## src/rtl/ob_cmd_arb_if.sv

```systemverilog
// Order-book command/response types and the arbiter's bus bundle.
// slave faces the arbiter; master faces the requesters, ob and the bench.
package ob_pkg;
    localparam int UID_W = 8;

    typedef logic [UID_W-1:0] uid_t;

    typedef struct packed {
        uid_t        uid;
        logic [1:0]  op;
        logic [15:0] price;
        logic [15:0] qty;
    } cmd_t;

    typedef struct packed {
        uid_t        uid;
        logic [1:0]  status;
        logic [15:0] qty;
    } rsp_t;
endpackage

interface ob_cmd_arb_if #(parameter int N = 4);
    logic [N-1:0]  req_vld;
    ob_pkg::cmd_t  req_cmd [N];
    logic [N-1:0]  req_accept;
    logic          cmd_vld_r;
    ob_pkg::cmd_t  cmd_r;
    logic          cmd_full_r;
    logic          ob_rsp_vld;
    ob_pkg::rsp_t  ob_rsp;
    logic          ob_rsp_accept;
    logic [N-1:0]  rsp_vld;
    ob_pkg::rsp_t  rsp;
    logic [N-1:0]  rsp_accept;
    logic          err_r;

    modport slave (
        input  req_vld, req_cmd, cmd_full_r, ob_rsp_vld, ob_rsp, rsp_accept,
        output req_accept, cmd_vld_r, cmd_r, ob_rsp_accept, rsp_vld, rsp, err_r
    );

    modport master (
        output req_vld, req_cmd, cmd_full_r, ob_rsp_vld, ob_rsp, rsp_accept,
        input  req_accept, cmd_vld_r, cmd_r, ob_rsp_accept, rsp_vld, rsp, err_r
    );
endinterface

```

## src/rtl/ob_cmd_arb.sv

```systemverilog
// Round-robin arbiter for the order-book command port, with uid port stamping
// and a one-entry registered response router back to the requesters.
module ob_cmd_arb #(
    parameter int N   = 4,
    parameter int P_W = $clog2(N)
) (
    input logic         clk,
    input logic         rst,
    ob_cmd_arb_if.slave bus
);
    localparam int UID_W = $bits(ob_pkg::uid_t);

    logic [P_W-1:0] ptr_r;
    logic [P_W-1:0] ptr_nxt;
    logic [N-1:0]   grant;
    logic           found;
    logic           eligible;
    ob_pkg::cmd_t   cmd_sel;
    int             idx;

    logic [P_W-1:0] rsp_port;
    logic [N-1:0]   rsp_onehot;
    logic           rsp_port_ok;
    logic           out_free;

    // Issuing only while nothing is in flight keeps ob's queue safe despite
    // the one-cycle lag of cmd_full_r.
    assign eligible = ~rst & ~bus.cmd_full_r & ~bus.cmd_vld_r;

    always_comb begin
        grant   = '0;
        found   = 1'b0;
        cmd_sel = '0;
        ptr_nxt = ptr_r;
        idx     = 0;
        for (int k = 0; k < N; k++) begin
            idx = int'(ptr_r) + k;
            if (idx >= N) idx = idx - N;
            if (!found && bus.req_vld[idx]) begin
                found      = 1'b1;
                grant[idx] = 1'b1;
                cmd_sel    = bus.req_cmd[idx];
                cmd_sel.uid[UID_W-1 -: P_W] = P_W'(idx);
                ptr_nxt    = (idx == N - 1) ? '0 : P_W'(idx + 1);
            end
        end
    end

    assign bus.req_accept = eligible ? grant : '0;

    always_ff @(posedge clk or posedge rst) begin
        if (rst) begin
            bus.cmd_vld_r <= 1'b0;
            bus.cmd_r     <= '0;
            ptr_r         <= '0;
        end else begin
            bus.cmd_vld_r <= 1'b0;
            if (eligible && found) begin
                bus.cmd_vld_r <= 1'b1;
                bus.cmd_r     <= cmd_sel;
                ptr_r         <= ptr_nxt;
            end
        end
    end

    // Response side: decode the owning port from the uid MSBs.
    always_comb begin
        rsp_port   = bus.ob_rsp.uid[UID_W-1 -: P_W];
        rsp_onehot = '0;
        for (int i = 0; i < N; i++) begin
            if (int'(rsp_port) == i) rsp_onehot[i] = 1'b1;
        end
        rsp_port_ok = |rsp_onehot;
    end

    assign out_free          = ~(|bus.rsp_vld) | (|(bus.rsp_vld & bus.rsp_accept));
    assign bus.ob_rsp_accept = ~rst & bus.ob_rsp_vld & out_free;

    always_ff @(posedge clk or posedge rst) begin
        if (rst) begin
            bus.rsp_vld <= '0;
            bus.rsp     <= '0;
            bus.err_r   <= 1'b0;
        end else if (bus.ob_rsp_accept) begin
            if (rsp_port_ok) begin
                bus.rsp     <= bus.ob_rsp;
                bus.rsp_vld <= rsp_onehot;
            end else begin
                bus.rsp_vld <= '0;
                bus.err_r   <= 1'b1;
            end
        end else if (out_free) begin
            bus.rsp_vld <= '0;
        end
    end
endmodule

```

## src/flat_wrapper.sv

```systemverilog
// flat-port wrapper written by rule: the top's interface ports become plain ports
module ob_cmd_arb_flat 
#(
    parameter int N   = 4,
    parameter int P_W = $clog2(N)
)
  (clk, rst, bus_req_vld, bus_req_cmd, bus_cmd_full_r, bus_ob_rsp_vld, bus_ob_rsp, bus_rsp_accept, bus_req_accept, bus_cmd_vld_r, bus_cmd_r, bus_ob_rsp_accept, bus_rsp_vld, bus_rsp, bus_err_r);
  ob_cmd_arb_if #(.N(N)) bus_i ();
  input logic clk;
  input logic rst;
  input wire logic [$bits(bus_i.req_vld)-1:0] bus_req_vld;
  input wire logic [$bits(bus_i.req_cmd)-1:0] bus_req_cmd;
  input wire logic [$bits(bus_i.cmd_full_r)-1:0] bus_cmd_full_r;
  input wire logic [$bits(bus_i.ob_rsp_vld)-1:0] bus_ob_rsp_vld;
  input wire logic [$bits(bus_i.ob_rsp)-1:0] bus_ob_rsp;
  input wire logic [$bits(bus_i.rsp_accept)-1:0] bus_rsp_accept;
  output wire logic [$bits(bus_i.req_accept)-1:0] bus_req_accept;
  output wire logic [$bits(bus_i.cmd_vld_r)-1:0] bus_cmd_vld_r;
  output wire logic [$bits(bus_i.cmd_r)-1:0] bus_cmd_r;
  output wire logic [$bits(bus_i.ob_rsp_accept)-1:0] bus_ob_rsp_accept;
  output wire logic [$bits(bus_i.rsp_vld)-1:0] bus_rsp_vld;
  output wire logic [$bits(bus_i.rsp)-1:0] bus_rsp;
  output wire logic [$bits(bus_i.err_r)-1:0] bus_err_r;
  assign bus_i.req_vld = bus_req_vld;
  assign bus_i.req_cmd = {>>{bus_req_cmd}};
  assign bus_i.cmd_full_r = bus_cmd_full_r;
  assign bus_i.ob_rsp_vld = bus_ob_rsp_vld;
  assign bus_i.ob_rsp = bus_ob_rsp;
  assign bus_i.rsp_accept = bus_rsp_accept;
  assign bus_req_accept = bus_i.req_accept;
  assign bus_cmd_vld_r = bus_i.cmd_vld_r;
  assign bus_cmd_r = bus_i.cmd_r;
  assign bus_ob_rsp_accept = bus_i.ob_rsp_accept;
  assign bus_rsp_vld = bus_i.rsp_vld;
  assign bus_rsp = bus_i.rsp;
  assign bus_err_r = bus_i.err_r;
  ob_cmd_arb #(.N(N), .P_W(P_W)) u_core (.clk(clk), .rst(rst), .bus(bus_i));
endmodule
```

## config.mk

```make
export PLATFORM = sky130hd
export DESIGN_NAME = ob_cmd_arb_flat
export DESIGN_NICKNAME = d
export VERILOG_FILES = /design/src/rtl/ob_cmd_arb_if.sv /design/src/rtl/ob_cmd_arb.sv /design/src/flat_wrapper.sv
export SDC_FILE = /design/constraint.sdc
export NUM_CORES = 1
export LEC_CHECK = 0
export ABC_AREA = 1
export BUFFER_PORTS_ARGS = -buffer_cell sky130_fd_sc_hd__buf_2
export CAP_MARGIN = 15
export CORE_UTILIZATION = 56
export CTS_BUF_LIST = sky130_fd_sc_hd__clkbuf_8 sky130_fd_sc_hd__clkbuf_16
export DETAILED_ROUTE_END_ITERATION = 8
export PLACE_DENSITY = 0.87
export SLEW_MARGIN = 0
export SYNTH_ARGS = -nofsm -noshare
export SYNTH_HDL_FRONTEND = slang
export SYNTH_SLANG_ARGS = --single-unit
export TNS_END_PERCENT = 100
```

## constraint.sdc

```tcl
create_clock -name clk -period 4.08 [get_ports clk]
set_input_delay 0.204 -clock clk [delete_from_list [all_inputs] [get_ports clk]]
set_output_delay 0.204 -clock clk [all_outputs]
set_load 0.02 [all_outputs]
```

======== Word-level counts from Yosys, hierarchy flattened ========
Index checks and enable logic that the tools add are counted.
word-level totals
  output and inout bits ................... 79
  memories ................................ 0
  RAM bits ................................ 0
  memory bits (read-only) ................. 0
  input port bits ......................... 206
  flip-flop bits (word level) ............. 76
  bits in latches ......................... 0
operators by class
  shifts and indexed selects .............. 0
  div/mod/pow operators ................... 0
  add/subtract/negate cells ............... 11
  magnitude comparators ................... 16
  bitwise logic cells ..................... 18
  multipliers ............................. 0
  reduce and logical (&&, ||, !) cells .... 20
  muxes and demuxes ....................... 65
  equal/unequal tests ..................... 7
operators by type and width
  operator                 count
  $bmux W42 S2             4
  $mux W40                 8
  $mux W42                 4
  $eq A32 B3 Y1 const B    4
  $ge A32 B1 Y1 const B    4
  $ge A32 B3 Y1 const B    4
  $lt A32 B4 Y1 const B    4
  $mux W32                 4
  $not A32 Y32             4
  $ge A32 B4 Y1 const B    3
  $sub A32 B4 Y32 const B  3
  $mux W4                  8
  $mux W1                  21
  $mux W2                  8
  $or A4 B4 Y4             3
  $reduce_or A4 Y1         3
  $add A2 B2 Y2 const B    4
  $bmux W1 S2              4
  $demux W1 S2             4
  $logic_and A1 B1 Y1      8
  $add A2 B2 Y3 const B    2
  $reduce_and A2 Y1        3
  $not A1 Y1               5
  $and A1 B1 Y1            4
  11 further kinds         14

======== Depth between registers and ports, before layout ========
  depth in word-level cells ............... 17
  mapped depth ............................ 16
  depth with buffers taken out ............ 13

======== Worst setup path before layout ========
Ideal clock, no wire load.
  path kind ............................... input port to flip-flop
  from .................................... in rst
  to ...................................... reg, netlist name u_core.bus.rsp[0]
  stages .................................. 6
  library setup time ...................... 66 ps
  setup slack ............................. 972 ps
  arrival ................................. 3042 ps
  cells stage by stage .................... inv_1 -> nand3_1 -> inv_2 -> clkbuf_1 -> nand2_1 -> nand2_1
between the ends
  cells in the longest elaborated chain, start to end .. 4
ends and longest elaborated chain
  element                      line                RTL
  from (decl)                  flat_wrapper.sv:10  input logic rst;
  $not A1 Y1                   ob_cmd_arb.sv:77    assign bus.ob_rsp_accept = ~rst & bus.ob_rsp_vld & out_free;
  $and A1 B1 Y1 (2 in a row)   ob_cmd_arb.sv:77
  net bus_ob_rsp_accept        flat_wrapper.sv:20  output wire logic [$bits(bus_i.ob_rsp_accept)-1:0] bus_ob_rsp_accept;
  $reduce_and A2 Y1 (no line)  -
The timed path passes the listed nets, and every way through them passes these cells.
A chain may end at the register's enable or synchronous reset.

======== Worst setup path after layout ========
  from .................................... reg u_core.ptr_r[0]
  to ...................................... out bus_req_accept[1]
between the ends
  cells in the longest elaborated chain, start to end .. 16
ends and longest elaborated chain
  element                                                                   line                RTL
  from (decl)                                                               ob_cmd_arb.sv:13    logic [P_W-1:0] ptr_r;
  from (signal assigned)                                                    ob_cmd_arb.sv:61    ptr_r <= ptr_nxt;
  parallel branches: the longest is 14 deep, another holds $sub A32 B4 Y32  -
  $mux W4 (*)                                                               ob_cmd_arb.sv:39    if (!found && bus.req_vld[idx]) begin
  $mux W4 (*)                                                               ob_cmd_arb.sv:49    assign bus.req_accept = eligible ? grant : '0;
  to (decl)                                                                 flat_wrapper.sv:17  output wire logic [$bits(bus_i.req_accept)-1:0] bus_req_accept;
Mark *: on every way between the ends. The select of a mux whose other input is x is not followed.

==> results.cfg <==
[outcome]
status = finished clean

[run]
drv_cap = 0

[layout]
area_delta_synth_final_pct = 21.3
seqCellArea_sq_mm = 0.00191
drive_gt1_share_pct = 20.1
layout.cells.non_filler = 1807
final_common_cell = nand2_1
multi_input_area_sq_mm = 0.00500
mostFrequentLayoutCells = 402 x nand2_1, 276 x buf_2, 268 x o21ai_0
filler_cell_count = 1213
finalNetCount = 1837
stdcell_area_sq_mm = 0.00953

[clock_network]
clk_pin_slew_worst_paths_ps = 70
cts_tree = built
cts.repair.resized = 0
clock_sinks = 76
post_cts_buffers = 0
htree_levels = 3
root_buffer = clkbuf_16
ctsLongestPathBuffers = 2
cts_buffers = 9
clk_latency_ps = 350
hold_buffers = 1

[detailed_routing]
vias = 9846
drt.antenna.violating_nets = 0
viasPerCell = 5.45
drt_iter0_markers = 1123
routedWlPerCell_um = 13.8
route.detailed.drc = 0
drt-pass1-iter-count = 7
routed_wl_um = 25000

[yosys]
netlist_instances = 1417
yosysWarningCount = 0
syn-mean-instance-area_sq_um = 5.55
synth_top_cell_area_share_pct = 24.2
netlist_top_cells_area = dfrtp_1 24%, nand2_1 19%, o21ai_0 17%, nor2_1 12%, inv_1 6.5%
syn_nets = 1629
ys_seq_elements = 76
yosys.area.top_type = dfrtp_1
synth_area_sq_mm = 0.00786
yosys.cell_types.count = 28
ys_seq_area_share_pct = 24.2

[sta]
setup_tns_ps = 0
worst_pin_slew_ps = 894
fin_crit_ps = 3760
rsz0062_at_grt = no
timing.final.crit_share_pct = 92.2
whs_ps = 44.3
hold_viol = 0
max_slew_margin_pct = 40.3
max_freq_mhz = 266
skew_ps = 10.5
setup_viol_count_final = 0
slew_viol_final = 0

[power_and_ir_drop]
leakagePower_nw = 5.56
peakVddDrop_mv = 0.622
p_per_area_mw_per_mm2 = 775
power_mw = 7.38

[setup_path]
worst_ep_required_time_ps = 3880
cp_max_fo = 62
start_kind = flip-flop
r2r_cells = 11
cp-end-kind = output pin
worst-endpoint-arrival_ps = 3560
reg2reg_from = u_core.ptr_r[0]
path_class = reg2out
rrSetupSlack_ps = 530
timing.rr.end = u_core.bus.cmd_r[41]

[placement]
place_congestion = 0.863
hpwlAfterDp_um = 17000
post-place-cells = 1789
post_dp_cell_area_sq_mm = 0.00920
port_buffers = 276

[global_routing]
antenna_found_initial = 2
grt_use_total_pct = 34.4
grt_max_degree = 91
grt_pass1_wl_um = 40500
grt-ovfl-total = 0
grt_pass1_vias = 8761

[floorplan]
coreArea_sq_mm = 0.0135
die-width_um = 120
rows = 42
io_pins = 285
die_y_um = 120
die_area_sq_mm = 0.0145
start_util_pct = 58.4

[hold_path]
min-delay-start = bus_ob_rsp[6]
min_to = u_core.bus.rsp[6]
min_path_cells = 3
holdCritPathClass = in2reg
## cell families after synthesis
group / Yosys count / synth area share, %
flip-flops: 76 / 24.2
AND/OR/NAND/NOR: 711 / 35.3
buffers and inverters: 242 / 12.4
AO/OA/AOI/OAI: 342 / 22.1
adder cells (fa/ha/maj): 6 / 0.955
multiplexers: 40 / 5.09
## flip-flops by register name (all words and copies together), names as in the netlist
name,cells
u_core.ptr_r,2
u_core.bus.rsp,26
u_core.bus.rsp_vld,4
u_core.bus.err_r,1
u_core.bus.cmd_r,42
u_core.bus.cmd_vld_r,1
## Yosys cell counts, drive strengths merged
master and instances:
o31ai 4, nor4 1, dfrtp 76, o21ai 292, a31oi 1, nor3 2, a22oi 4, mux2i 40
inv 141, nand4 4, nand2 404, clkbuf 61, nand3 51, buf 39, nor2 249, clkinv 1
ha 6, a21oi 41
## critical path: stages (launching register included)
cell     delay [ps]
dfrtp_4         790
buf_4           560
nand2_1         130
nand2_1          90
nand2_1          60
nand2_2         490
nor2_4          260
a22oi_1         220
o21ai_0         130
o21ai_0         220
inv_1            60
buf_2           160
## per-layer routing
layer	routed length, um	global-route usage [%]	up-vias	part of all wire [%]
met3	2190	5.00	51	8.8
li1	-	-	4910	-
met1	10400	45.3	4385	42
met4	641	15.1	0	2.6
met5	0	0	-	0
met2	11800	55.9	500	47
## how the worst max path moves through the flow
| stage | from | to | depth (start not counted) |
|---|---|---|---|
| finish | u_core.ptr_r[0] | bus_req_accept[1] | 11 |
| global route | u_core.ptr_r[0] | bus_req_accept[1] | 11 |
| CTS | u_core.ptr_r[0] | bus_req_accept[1] | 11 |
| detailed placement | u_core.ptr_r[0] | u_core.bus.cmd_r[41] | 11 |
| global placement | u_core.ptr_r[0] | u_core.bus.cmd_r[41] | 11 |
| floorplan | rst | u_core.bus.rsp[0] | 6 |
## per-stage QoR
stage / setup slack [ps] / util, %
floorplan: 972 / -
global placement: 634 / 68.4
CTS: 409 / 70.8
finish: 317 / 70.8
global route: 16.3 / 70.8
detailed placement: 570 / 68.4
## cell type report
| class | instances | area share, % |
|---|---|---|
| multi-input combinational | 1099 | 52.5 |
| sequential | 76 | 20.0 |
| timing repair buffer | 297 | 16.2 |
| inverter | 142 | 5.63 |
| clock buffer | 9 | 2.36 |
| tap | 176 | 2.31 |
| clock inverter | 6 | 0.945 |
| antenna | 2 | 0.0525 |
## report_power, final
| group | total [mW] | switching (mW) | leakage, nW | internal, mW |
|---|---|---|---|---|
| clock | 0.884 | 0.350 | 0.151 | 0.534 |
| sequential | 1.25 | 0.240 | 0.960 | 1.01 |
| combinational | 5.25 | 3.47 | 4.45 | 1.78 |
(Power assumes the default switching activity.)
